[src/rtl/inject_scheduler_if.sv]
// -----------------------------------------------------------------------------
// inject_scheduler_if
//  Bundles the PE handshake, the four incoming mesh channels and the injection /
//  loopback outputs of one router node's local-injection scheduler.
//  Signals
//   pe_valid / pe_ready / pe_flit    PE -> scheduler flit handshake
//   north_in..west_in                incoming channel flits, [10]=occupied
//   inj_flit / inj_sel               head flit and one-hot target {W,E,S,N}
//   loop_valid / loop_flit           head destined to this node (local eject)
//   starve                           head has waited too long for a channel
//   inj_count                        running count of injected flits
//  Modports
//   master : drives PE and channel inputs (PE/router side, testbench)
//   slave  : the scheduler itself
// -----------------------------------------------------------------------------
interface inject_scheduler_if;
  logic        pe_valid;
  logic        pe_ready;
  logic [10:0] pe_flit;
  logic [10:0] north_in;
  logic [10:0] south_in;
  logic [10:0] east_in;
  logic [10:0] west_in;
  logic [10:0] inj_flit;
  logic [3:0]  inj_sel;
  logic        loop_valid;
  logic [10:0] loop_flit;
  logic        starve;
  logic [15:0] inj_count;

  modport master (
    output pe_valid, pe_flit, north_in, south_in, east_in, west_in,
    input  pe_ready, inj_flit, inj_sel, loop_valid, loop_flit, starve, inj_count
  );

  modport slave (
    input  pe_valid, pe_flit, north_in, south_in, east_in, west_in,
    output pe_ready, inj_flit, inj_sel, loop_valid, loop_flit, starve, inj_count
  );
endinterface

[src/rtl/inject_scheduler.sv]
// -----------------------------------------------------------------------------
// inject_scheduler
//  Local-injection scheduler for one node of a bufferless deflection mesh.
//  Flits from the PE are queued in a small FIFO with their route direction
//  computed at push time. Each cycle the head flit is offered to the first
//  empty incoming channel found scanning round-robin from rr_ptr, or, when it
//  is addressed to this node, handed straight to the local loopback path.
//  A saturating wait counter raises 'starve' when a non-local head cannot find
//  a free channel for STARVE_LIMIT cycles.
//  Ports
//   clk    rising-edge clock
//   rst_n  asynchronous active-low reset; discards all queued flits
//   bus    inject_scheduler_if.slave (PE handshake, channels, injection outputs)
// -----------------------------------------------------------------------------
module inject_scheduler #(
  parameter int          DEPTH        = 4,
  parameter logic [2:0]  LOCAL_ROW    = 3'd4,
  parameter logic [2:0]  LOCAL_COL    = 3'd4,
  parameter int          STARVE_LIMIT = 15
) (
  input  logic                 clk,
  input  logic                 rst_n,
  inject_scheduler_if.slave    bus
);

  localparam int         AW       = $clog2(DEPTH);
  localparam logic [7:0] LIMIT8   = 8'(STARVE_LIMIT);
  localparam logic [2:0] DIR_LOC  = 3'b100;

  // Stored entry: {reserved bit, dir[2:0], dest[5:0]}; the valid bit is implied.
  logic [9:0]  mem [DEPTH];

  logic [AW:0] wr_ptr_q, wr_ptr_d;
  logic [AW:0] rd_ptr_q, rd_ptr_d;
  logic [1:0]  rr_q, rr_d;
  logic [7:0]  wait_q, wait_d;
  logic        starve_q, starve_d;
  logic [15:0] cnt_q, cnt_d;

  logic        empty, full, push, pop;
  logic [9:0]  head;
  logic        head_local;
  logic [3:0]  free_ch;
  logic [3:0]  grant;
  logic [1:0]  grant_idx;
  logic [1:0]  idx;
  logic [3:0]  inj_sel;
  logic        loop_valid;
  logic        unused_bits;

  // Dimension-ordered routing: columns are resolved before rows.
  function automatic logic [2:0] route_dir(input logic [5:0] dest);
    if (dest[2:0] > LOCAL_COL)      return 3'b000;
    else if (dest[2:0] < LOCAL_COL) return 3'b001;
    else if (dest[5:3] > LOCAL_ROW) return 3'b010;
    else if (dest[5:3] < LOCAL_ROW) return 3'b011;
    else                            return DIR_LOC;
  endfunction

  assign unused_bits = ^{bus.pe_flit[10], bus.pe_flit[8:6],
                         bus.north_in[9:0], bus.south_in[9:0],
                         bus.east_in[9:0], bus.west_in[9:0]};

  // FIFO storage carries no reset: the pointers alone define what is valid.
  always_ff @(posedge clk) begin
    if (push) begin
      mem[wr_ptr_q[AW-1:0]] <= {bus.pe_flit[9], route_dir(bus.pe_flit[5:0]), bus.pe_flit[5:0]};
    end
  end

  always_comb begin
    empty      = (wr_ptr_q == rd_ptr_q);
    full       = (wr_ptr_q[AW] != rd_ptr_q[AW]) && (wr_ptr_q[AW-1:0] == rd_ptr_q[AW-1:0]);
    // Full refuses a push even if the head leaves in the same cycle.
    push       = bus.pe_valid && !full;
    head       = mem[rd_ptr_q[AW-1:0]];
    head_local = !empty && (head[8:6] == DIR_LOC);
    free_ch    = {~bus.west_in[10], ~bus.east_in[10], ~bus.south_in[10], ~bus.north_in[10]};

    // Round-robin scan from rr_q, wrapping through the 2-bit index.
    grant     = 4'b0000;
    grant_idx = 2'd0;
    idx       = 2'd0;
    for (int i = 0; i < 4; i++) begin
      idx = rr_q + 2'(i);
      if (grant == 4'b0000 && free_ch[idx]) begin
        grant[idx] = 1'b1;
        grant_idx  = idx;
      end
    end

    inj_sel    = (!empty && !head_local) ? grant : 4'b0000;
    loop_valid = head_local;
    pop        = (inj_sel != 4'b0000) || loop_valid;

    wr_ptr_d = push ? wr_ptr_q + 1'b1 : wr_ptr_q;
    rd_ptr_d = pop  ? rd_ptr_q + 1'b1 : rd_ptr_q;
    rr_d     = (inj_sel != 4'b0000) ? grant_idx + 2'd1 : rr_q;
    cnt_d    = cnt_q + {15'd0, (inj_sel != 4'b0000)};

    wait_d = wait_q;
    if (pop) begin
      wait_d = 8'd0;
    end else if (!empty && !head_local && (free_ch == 4'b0000) && (wait_q < LIMIT8)) begin
      wait_d = wait_q + 8'd1;
    end
    // Decoded from the next count so starve and the counter move on the same edge.
    starve_d = (wait_d == LIMIT8);
  end

  always_ff @(posedge clk or negedge rst_n) begin
    if (!rst_n) begin
      wr_ptr_q <= '0;
      rd_ptr_q <= '0;
      rr_q     <= 2'd0;
      wait_q   <= 8'd0;
      starve_q <= 1'b0;
      cnt_q    <= 16'd0;
    end else begin
      wr_ptr_q <= wr_ptr_d;
      rd_ptr_q <= rd_ptr_d;
      rr_q     <= rr_d;
      wait_q   <= wait_d;
      starve_q <= starve_d;
      cnt_q    <= cnt_d;
    end
  end

  assign bus.pe_ready   = !full;
  assign bus.inj_sel    = inj_sel;
  assign bus.loop_valid = loop_valid;
  assign bus.inj_flit   = empty ? 11'd0 : {1'b1, head};
  assign bus.loop_flit  = loop_valid ? {1'b1, head} : 11'd0;
  assign bus.starve     = starve_q;
  assign bus.inj_count  = cnt_q;

endmodule

[src/flat_wrapper.sv]
// flat-port wrapper written by rule: the top's interface ports become plain ports
module inject_scheduler_flat 
#(
  parameter int          DEPTH        = 4,
  parameter logic [2:0]  LOCAL_ROW    = 3'd4,
  parameter logic [2:0]  LOCAL_COL    = 3'd4,
  parameter int          STARVE_LIMIT = 15
)
  (clk, rst_n, bus_pe_valid, bus_pe_flit, bus_north_in, bus_south_in, bus_east_in, bus_west_in, bus_pe_ready, bus_inj_flit, bus_inj_sel, bus_loop_valid, bus_loop_flit, bus_starve, bus_inj_count);
  inject_scheduler_if bus_i ();
  input  logic clk;
  input  logic rst_n;
  input wire logic [$bits(bus_i.pe_valid)-1:0] bus_pe_valid;
  input wire logic [$bits(bus_i.pe_flit)-1:0] bus_pe_flit;
  input wire logic [$bits(bus_i.north_in)-1:0] bus_north_in;
  input wire logic [$bits(bus_i.south_in)-1:0] bus_south_in;
  input wire logic [$bits(bus_i.east_in)-1:0] bus_east_in;
  input wire logic [$bits(bus_i.west_in)-1:0] bus_west_in;
  output wire logic [$bits(bus_i.pe_ready)-1:0] bus_pe_ready;
  output wire logic [$bits(bus_i.inj_flit)-1:0] bus_inj_flit;
  output wire logic [$bits(bus_i.inj_sel)-1:0] bus_inj_sel;
  output wire logic [$bits(bus_i.loop_valid)-1:0] bus_loop_valid;
  output wire logic [$bits(bus_i.loop_flit)-1:0] bus_loop_flit;
  output wire logic [$bits(bus_i.starve)-1:0] bus_starve;
  output wire logic [$bits(bus_i.inj_count)-1:0] bus_inj_count;
  assign bus_i.pe_valid = bus_pe_valid;
  assign bus_i.pe_flit = bus_pe_flit;
  assign bus_i.north_in = bus_north_in;
  assign bus_i.south_in = bus_south_in;
  assign bus_i.east_in = bus_east_in;
  assign bus_i.west_in = bus_west_in;
  assign bus_pe_ready = bus_i.pe_ready;
  assign bus_inj_flit = bus_i.inj_flit;
  assign bus_inj_sel = bus_i.inj_sel;
  assign bus_loop_valid = bus_i.loop_valid;
  assign bus_loop_flit = bus_i.loop_flit;
  assign bus_starve = bus_i.starve;
  assign bus_inj_count = bus_i.inj_count;
  inject_scheduler #(.DEPTH(DEPTH), .LOCAL_ROW(LOCAL_ROW), .LOCAL_COL(LOCAL_COL), .STARVE_LIMIT(STARVE_LIMIT)) u_core (.clk(clk), .rst_n(rst_n), .bus(bus_i));
endmodule
[config.mk]
export PLATFORM = sky130hd
export DESIGN_NAME = inject_scheduler_flat
export DESIGN_NICKNAME = d
export VERILOG_FILES = /design/src/rtl/inject_scheduler_if.sv /design/src/rtl/inject_scheduler.sv /design/src/flat_wrapper.sv
export SDC_FILE = /design/constraint.sdc
export NUM_CORES = 1
export LEC_CHECK = 0
export ABC_CLOCK_PERIOD_IN_PS = 5400
export CAP_MARGIN = 10
export CORE_ASPECT_RATIO = 0.9
export CORE_UTILIZATION = 53
export CTS_BUF_LIST = sky130_fd_sc_hd__clkbuf_16
export DETAILED_ROUTE_END_ITERATION = 8
export PLACE_DENSITY = 0.91
export SLEW_MARGIN = 20
export SYNTH_ARGS = -nofsm -noshare
export SYNTH_HDL_FRONTEND = slang
export SYNTH_SLANG_ARGS = --single-unit
[constraint.sdc]
create_clock -name clk -period 5.4 [get_ports clk]
set_input_delay 1.08 -clock clk [delete_from_list [all_inputs] [get_ports clk]]
set_output_delay 1.08 -clock clk [all_outputs]
set_load 0.05 [all_outputs]
Yosys cells after proc, flatten, opt, wreduce, memory -nomap -nowiden
Memory sizes are Yosys's and may differ from the RTL's.
Cells that the tools add are included.
W data, S select, Z words.

word-level totals
  bits in registers = 33
  RAM bits = 40
  bits of input ports = 58
  output and inout port bits = 45
  logic and storage cells = 98
  memories = 1

operators by class
  $add $sub $neg = 8
  order comparisons = 13
  eq/ne operators = 5
  mux-type cells = 36
  bitwise logic cells = 7
  reduce and logical (&&, ||, !) cells = 22

memory list
  name        words  width  rd ports  clocked after memory_dff  wr ports  line                    text
  u_core.mem  4      10     1         0                         1         inject_scheduler.sv:31  logic [9:0] mem [DEPTH];

operator list
  operator               count
  $mux W11               2
  $mux W4                5
  $add A16 B1 Y16        1
  $logic_not A4 Y1       4
  $mux W8                2
  $mux W3                5
  $logic_and A1 B1 Y1    13
  $lt A2 B3 Y1 const B   4
  $or A4 B4 Y4           3
  $mux W1                10
  $add A8 B1 Y8 const B  1
  $bmux W1 S2            4
  $demux W1 S2           4
  $eq A8 B4 Y1 const B   1
  $ge A2 B1 Y1 const B   4
  $lt A8 B4 Y1 const B   1
  $mux W2                4
  $add A3 B1 Y3 const B  2
  $gt A3 B3 Y1 const B   2
  $lt A3 B3 Y1 const B   2
  $add A2 B1 Y2 const B  2
  $add A2 B2 Y2 const B  2
  $not A1 Y1             4
  $reduce_bool A4 Y1     1
  other kinds (6)        8

Longest topological paths before layout
Gate-level depths: netlist (run 1).

  depth after elaboration = 19
  depth in mapped cells = 14

Least setup slack after synthesis (run 1)
No wires, ideal clock.

  kind = input to output
  start point = input bus_east_in[10]
  end point = output bus_inj_sel[0]
  data arrival time = 3.275 ns
  slack = 1.045 ns
  stages on the path = 9
  path through = buf_2 > mux4_2 > buf_6 > mux2i_1 > o22ai_1 > nand2_1 > nor2_1 > nand3_1 > a31oi_1

between the ends
  longest elaborated chain between the ends = 14

ends and longest elaborated chain
  element                        line                    text
  start, declared                flat_wrapper.sv:17      input wire logic [$bits(bus_i.east_in)-1:0] bus_east_in;
  $not A1 Y1 *                   inject_scheduler.sv:78  free_ch = {~bus.west_in[10], ~bus.east_in[10], ~bus.south_in[10], ~bus.north_in[10]};
  $bmux W1 S2                    inject_scheduler.sv:86  if (grant == 4'b0000 && free_ch[idx]) begin
  $mux W1 (not written as such)  inject_scheduler.sv:86
  $mux W4                        inject_scheduler.sv:86
  $logic_not A4 Y1               inject_scheduler.sv:86
  $logic_and A1 B1 Y1            inject_scheduler.sv:86
  $mux W4                        inject_scheduler.sv:86
  $logic_not A4 Y1               inject_scheduler.sv:86
  $logic_and A1 B1 Y1            inject_scheduler.sv:86
  $mux W4                        inject_scheduler.sv:86
  $logic_not A4 Y1               inject_scheduler.sv:86
  $logic_and A1 B1 Y1            inject_scheduler.sv:86
  $mux W4 *                      inject_scheduler.sv:86
  $mux W4 *                      inject_scheduler.sv:92  inj_sel = (!empty && !head_local) ? grant : 4'b0000;
  end, declared                  flat_wrapper.sv:21      output wire logic [$bits(bus_i.inj_sel)-1:0] bus_inj_sel;

Every way passes the cells marked *; elsewhere a longest branch is shown, timed or not. The select of a mux whose other input is x is not followed.

Final worst setup path (run 1)
  start point = register u_core.rr_q[0]
  end point = output bus_inj_sel[2]

between the ends
  longest elaborated chain between the ends = 15

ends and longest elaborated chain
  element                                                line                     text
  start, declared                                        inject_scheduler.sv:35   logic [1:0] rr_q, rr_d;
  start signal, assigned                                 inject_scheduler.sv:122  rr_q <= rr_d;
  branches (longest 13 deep; another with $lt A2 B3 Y1)  -
  $mux W4 *                                              inject_scheduler.sv:86
  $mux W4 *                                              inject_scheduler.sv:92

Mark *: on every way between the ends. The select of a mux whose other input is x is not followed.

==> impl_metrics.tcl, run 1 <==
set metrics [dict create \
    run_status "complete, no violations" \
    cts.clk_slew.worst_paths_ns 0.06 \
    worstPathMaxFanout 16 \
    ctsHtreeMaxLevel 3 \
    cts.sink_count 73 \
    worst_setup_path_end_kind "primary output" \
    antenna_violations_before_repair 0 \
    cts_tree "done" \
    ys.flop_type "sky130_fd_sc_hd__edfxtp_1" \
    final_hold_viol_count 0 \
    area_growth_syn_to_layout_pct 22.5 \
    yosys-top-cells-count "sky130_fd_sc_hd__edfxtp_1 (40), sky130_fd_sc_hd__dfrtp_1 (33), sky130_fd_sc_hd__nor2_1 (26)" \
    worst_pin_slew_ns 0.635 \
    yosys.area.top_type_share_pct 30.2 \
    wirelength_per_cell_um 16.9 \
    port_buffers 56 \
    cts_repair_resize_count 0 \
    number_of_buffers_inserted_during_clock_tree_synthesis 9 \
    synth.ff_latch_count 73 \
    cts_max_path_buffers 2 \
    dp_hpwl_um 5500 \
    floorplan.rows 29 \
    grt_first_pass_wirelength_um 13000 \
    rsz0062_at_grt "no" \
    finalWorstSetupSlack_ns 0.657 \
    n_antenna_cell 0 \
    die_area_um2 7850 \
    cts.hold.buffers_added 0 \
    die_width_um 93.3 \
    drt-pass1-iter-count 5 \
    worst-setup-path-type "flop to primary output" \
    postCtsSetupRepairBufs 0 \
    initialDrtViolationCount 149 \
    grt_max_degree 34 \
    cp-start-kind "flop" \
    grt_remaining_overflow 0 \
    data_arrival_time_of_the_critical_path_ns 3.66 \
    synth_top_cell_by_area "sky130_fd_sc_hd__edfxtp_1" \
    floorplan.core_area_um2 7150 \
    placement.setup.worst_slack_ns 0.734 \
    first_global_vias 2566 \
    postSynthAreaPerCell_um2 12.4 \
    clock-skew-final_ns 0.00762 \
    vias_per_cell 5.73 \
    boundaryPins 103 \
    worst_ep_required_time_ns 4.32 \
    netlist_area_um2 3980 \
    initial_cell_density_of_the_core_pct 55.6 \
    setup_total_negative_slack_ns 0 \
    synth_area_leaders "sky130_fd_sc_hd__edfxtp_1 (30%), sky130_fd_sc_hd__dfrtp_1 (21%), sky130_fd_sc_hd__mux4_2 (7.9%)" \
    drive_gt1_share_pct 15.8 \
    finalCritPeriodShare_pct 87.8 \
    syn_inst 320 \
    worst_hold_path_type "flop to flop" \
    wl_um 8010 \
    worstSkewPairLatency_ns 0.33 \
    worst_slew_margin_rel_pct 57.7 \
    die_h_um 84.2 \
    number_of_nets_in_the_final_layout 444 \
    finalWorstPathRequiredPeriod_ns 4.74 \
    postRouteAntennaNets 0 \
    yosysUniqueCellTypes 53 \
    yosysWarningCount 0 \
    total_number_of_vias 2712 \
    timing.final.max_slew_violations 0 \
    gp_congestion 0.885 \
    synth_most_common_cell "sky130_fd_sc_hd__edfxtp_1" \
    synth_enable_flop_cells 40 \
    max_cap_viol_count 0 \
    route.detailed.drc 0 \
    report.final.setup_viol 0 \
    fmax_ghz 0.211 \
    synth_sequential_area_ratio_pct 51.0 \
    postSynth.asyncResetShare_pct 45.2 \
    grt_use_total_pct 21.4 \
    ctsRootBufferMaster "sky130_fd_sc_hd__clkbuf_16" \
]
metal layers:
layer  up-vias  part of all wire, %  global-route usage (%)
li1       1276                    -                       -
met5         -                    0                       0
met1      1333                   44                    29.6
met2        93                   49                    34.1
met3        10                  5.3                    3.99
met4         0                  1.4                    7.83
registers in the layout (all words and copies together) (netlist names):
signal / count
u_core.wait_q: 8
u_core.bus.inj_count: 16
u_core.rd_ptr_q: 3
u_core.mem: 40
u_core.bus.starve: 1
u_core.wr_ptr_q: 3
u_core.rr_q: 2
area by class of cell:
cell class / instances / area [µm²]
clock inverters: 7 / 86.3
flip-flops and latches: 73 / 2030
clock buffers: 9 / 225
inverters: 12 / 45.0
fillers: 475 / 2280
repair buffers: 59 / 573
well taps: 93 / 116
multi-input cells: 220 / 1800
placed cells by master, fill, tap and decap left out, drive strengths merged, types with 14 or more instances in the layout:
master	count
dfrtp	33
xor2	15
clkdlybuf4s50	52
nor2	27
mux4	14
and3	17
nand2	21
edfxtp	40
and2	19
inv	16
critical path: stages, from the launching register on:
cell and delay (ns):
sky130_fd_sc_hd__dfrtp_1 0.70, sky130_fd_sc_hd__inv_1 0.24, sky130_fd_sc_hd__ha_1 0.53, sky130_fd_sc_hd__mux2_2 0.40, sky130_fd_sc_hd__o221a_4 0.31, sky130_fd_sc_hd__a221oi_2 0.33, sky130_fd_sc_hd__o21ai_0 0.26, sky130_fd_sc_hd__inv_1 0.14
sky130_fd_sc_hd__nand2_1 0.07, sky130_fd_sc_hd__a21oi_1 0.14, sky130_fd_sc_hd__buf_4 0.21
worst paths after layout:
check                                         start                        to  slack (ns)  cells past startpoint
min in group asynchronous                     rst_n         u_core.bus.starve        1.14                      2
setup / recovery                     u_core.rr_q[0]            bus_inj_sel[2]        0.66                     10
max in group asynchronous                     rst_n  u_core.bus.inj_count[14]        3.96                      2
hold / removal             u_core.bus.inj_count[15]  u_core.bus.inj_count[15]        0.47                      1
hold reg to reg            u_core.bus.inj_count[15]  u_core.bus.inj_count[15]        0.47                      1
setup reg to reg                     u_core.rr_q[0]  u_core.bus.inj_count[14]        1.30                     12
cell families after synthesis:
| kind of cell | Yosys count | share of synthesized area [%] |
|---|---|---|
| simple gates | 112 | 15.8 |
| flops | 73 | 51.0 |
| compound gates | 40 | 7.83 |
| mux | 29 | 12.1 |
| buf+inv | 28 | 3.87 |
| xor+xnor | 26 | 5.92 |
| fa+ha+maj | 11 | 3.46 |
| other cells | 1 | 0.0943 |
through the flow:
step | instances | utilization, % | area [µm²] | hold WS [ns]
final | 473 | 68.2 | 4870 | 0.470
after global routing | 473 | 68.2 | 4870 | 0.500
after CTS | 473 | 68.2 | 4870 | 0.476
after detailed placement | 457 | 63.8 | 4560 | 0.460
after global placement | 457 | 63.8 | 4560 | 0.461
after floorplan | 321 | - | 3980 | 0.444
Power of run 1 is left out: the tool's default activity adds up to more than one toggle a clock period on the data nets, which glitch-free logic cannot reach.
==> inputs of run 2 (changes only) <==
--- a/config.mk
+++ b/config.mk
@@ -7,7 +7,6 @@
 export LEC_CHECK = 0
 export ABC_CLOCK_PERIOD_IN_PS = 5400
 export CAP_MARGIN = 10
-export CORE_ASPECT_RATIO = 0.9
 export CORE_UTILIZATION = 53
 export CTS_BUF_LIST = sky130_fd_sc_hd__clkbuf_16
 export DETAILED_ROUTE_END_ITERATION = 8
==> constraint.sdc (replaced) <==
create_clock -name clk -period 5.4 [get_ports clk]
set_input_delay 1.08 -clock clk [delete_from_list [all_inputs] [get_ports clk]]
set_output_delay 1.08 -clock clk [all_outputs]
set_load 0.005 [all_outputs]
==> impl_metrics.tcl, run 2 (synthesis results as in run 1) <==
set metrics [dict create \
    grt_remaining_overflow 0 \
    number_of_nets_in_the_final_layout 444 \
    cts.sink_count 73 \
    cts_max_path_buffers 2 \
    route.detailed.drc 0 \
    grt_first_pass_wirelength_um 14000 \
    ctsHtreeMaxLevel 3 \
    clock-skew-final_ns 0.00519 \
    die_area_um2 7850 \
    vdd_ir_drop_max_mv 0.395 \
    cts.hold.buffers_added 0 \
    worst_pin_slew_ns 0.682 \
    worst_setup_path_end_kind "primary output" \
    max_cap_viol_count 0 \
    drive_gt1_share_pct 14.2 \
    total_number_of_vias 2769 \
    kind_of_cell_with_the_highest_combined_delay_on_the_critical_path "buffers and inverters" \
    p_comb_share_pct 57.0 \
    netSwitchingFraction_pct 39.3 \
    floorplan.core_area_um2 7250 \
    cts_tree "done" \
    antenna_violations_before_repair 0 \
    first_global_vias 2795 \
    cts.clk_slew.worst_paths_ns 0.05 \
    data_arrival_time_of_the_critical_path_ns 4.01 \
    n_antenna_cell 0 \
    dp_hpwl_um 5810 \
    worstPathMaxFanout 13 \
    cp-start-kind "primary input" \
    cellInternalPower_mw 2.02 \
    ctsRootBufferMaster "sky130_fd_sc_hd__clkbuf_16" \
    worstSkewPairLatency_ns 0.33 \
    floorplan.rows 31 \
    report.final.setup_viol 0 \
    cell_breakdown_of_the_critical_path "clkdlybuf4s50_1 -> mux4_2 -> o221a_4 -> a221oi_2 -> o21ai_0 -> inv_1 -> nand2_1 -> a21oi_1 -> clkdlybuf4s50_1" \
    timing.final.max_slew_violations 0 \
    critical_path_buf_inv_count 3 \
    final_hold_viol_count 0 \
    die_h_um 88.6 \
    gp_congestion 0.887 \
    placement.setup.worst_slack_ns 0.388 \
    total_power_mw 3.33 \
    sequentialPowerShare_pct 25.8 \
    vias_per_cell 5.78 \
    worst_path_max_delay_cell "sky130_fd_sc_hd__mux4_2" \
    boundaryPins 103 \
    initial_cell_density_of_the_core_pct 54.8 \
    finalCritPeriodShare_pct 94.3 \
    p_leak_nw 1.99 \
    run_status "complete, no violations" \
    wl_um 8670 \
    rsz0062_at_grt "no" \
    die_width_um 88.6 \
    finalWorstSetupSlack_ns 0.310 \
    worst_ep_required_time_ns 4.32 \
    finalWorstPathRequiredPeriod_ns 5.09 \
    wirelength_per_cell_um 18.1 \
    fmax_ghz 0.196 \
    crit_path_frequent_cell "sky130_fd_sc_hd__clkdlybuf4s50_1" \
    layout.cells.most_common_list "sky130_fd_sc_hd__clkdlybuf4s50_1 (56), sky130_fd_sc_hd__edfxtp_1 (40), sky130_fd_sc_hd__dfrtp_1 (33), sky130_fd_sc_hd__nor2_1 (26), sky130_fd_sc_hd__nand2_1 (21)" \
    worst_slew_margin_rel_pct 54.1 \
    drt-pass1-iter-count 4 \
    power.net_switching_mw 1.31 \
    cts_repair_resize_count 0 \
    area_growth_syn_to_layout_pct 22.4 \
    grt_max_degree 34 \
    layout.cells.most_common "sky130_fd_sc_hd__clkdlybuf4s50_1" \
    port_buffers 56 \
    number_of_buffers_inserted_during_clock_tree_synthesis 9 \
    setup_total_negative_slack_ns 0 \
    largest_register_ffs 40 \
    worst-setup-path-type "primary input to primary output" \
    postRouteAntennaNets 0 \
    grt_use_total_pct 24.1 \
    initialDrtViolationCount 188 \
    cp_slowest_stage_delay_ns 0.67 \
    power_frac_clock_pct 17.1 \
    postCtsSetupRepairBufs 0 \
    power-per-cell-area_nw_per_um2 683 \
    worst_hold_path_type "flop to flop" \
]
-- run 2: power groups by stage --
stage	sequential (mW)	combinational [mW]	clock, mW
floorplan	0.819	1.26	0
CTS	0.857	1.90	0.572
finish	0.859	1.90	0.570
global placement	0.853	1.77	0
global route	0.871	2.06	0.596
detailed placement	0.865	1.85	0
-- run 2: routing by layer --
layer	track usage, %	wire length (µm)
met5	0	0
met1	30.6	3540
met4	10.7	166
met2	40.6	4490
met3	4.29	468
-- run 2: cell type report --
cell class / count / area, µm²
sequential: 73 / 2030
tap: 99 / 124
inverter: 12 / 45.0
clock inverter: 7 / 63.8
fill: 487 / 2390
clock buffer: 9 / 225
timing repair buffer: 59 / 583
multi-input combinational: 220 / 1800
-- run 2: through the flow --
stage / instance area [µm²] / hold WS (ns) / std cells / utilization (%)
2_1_floorplan: 3980 / 0.444 / 321 / -
3_3_place_gp: 4580 / 0.463 / 463 / 63.1
3_5_place_dp: 4580 / 0.457 / 463 / 63.1
4_1_cts: 4870 / 0.479 / 479 / 67.1
5_1_grt: 4870 / 0.491 / 479 / 67.1
6_report: 4870 / 0.477 / 479 / 67.1
-- run 2: final timing paths --
| path | startpoint | to | slack [ns] | cells past startpoint |
|---|---|---|---|---|
| setup / recovery | bus_east_in[10] | bus_inj_sel[2] | 0.31 | 9 |
| hold / removal | u_core.wait_q[5] | u_core.wait_q[5] | 0.48 | 1 |
| setup reg to reg | u_core.rr_q[1] | u_core.bus.inj_count[12] | 1.37 | 12 |
| hold reg to reg | u_core.wait_q[5] | u_core.wait_q[5] | 0.48 | 1 |
| max in group asynchronous | rst_n | u_core.rd_ptr_q[2] | 3.95 | 2 |
| min in group asynchronous | rst_n | u_core.bus.inj_count[3] | 1.15 | 2 |
(Power assumes the default switching activity.)
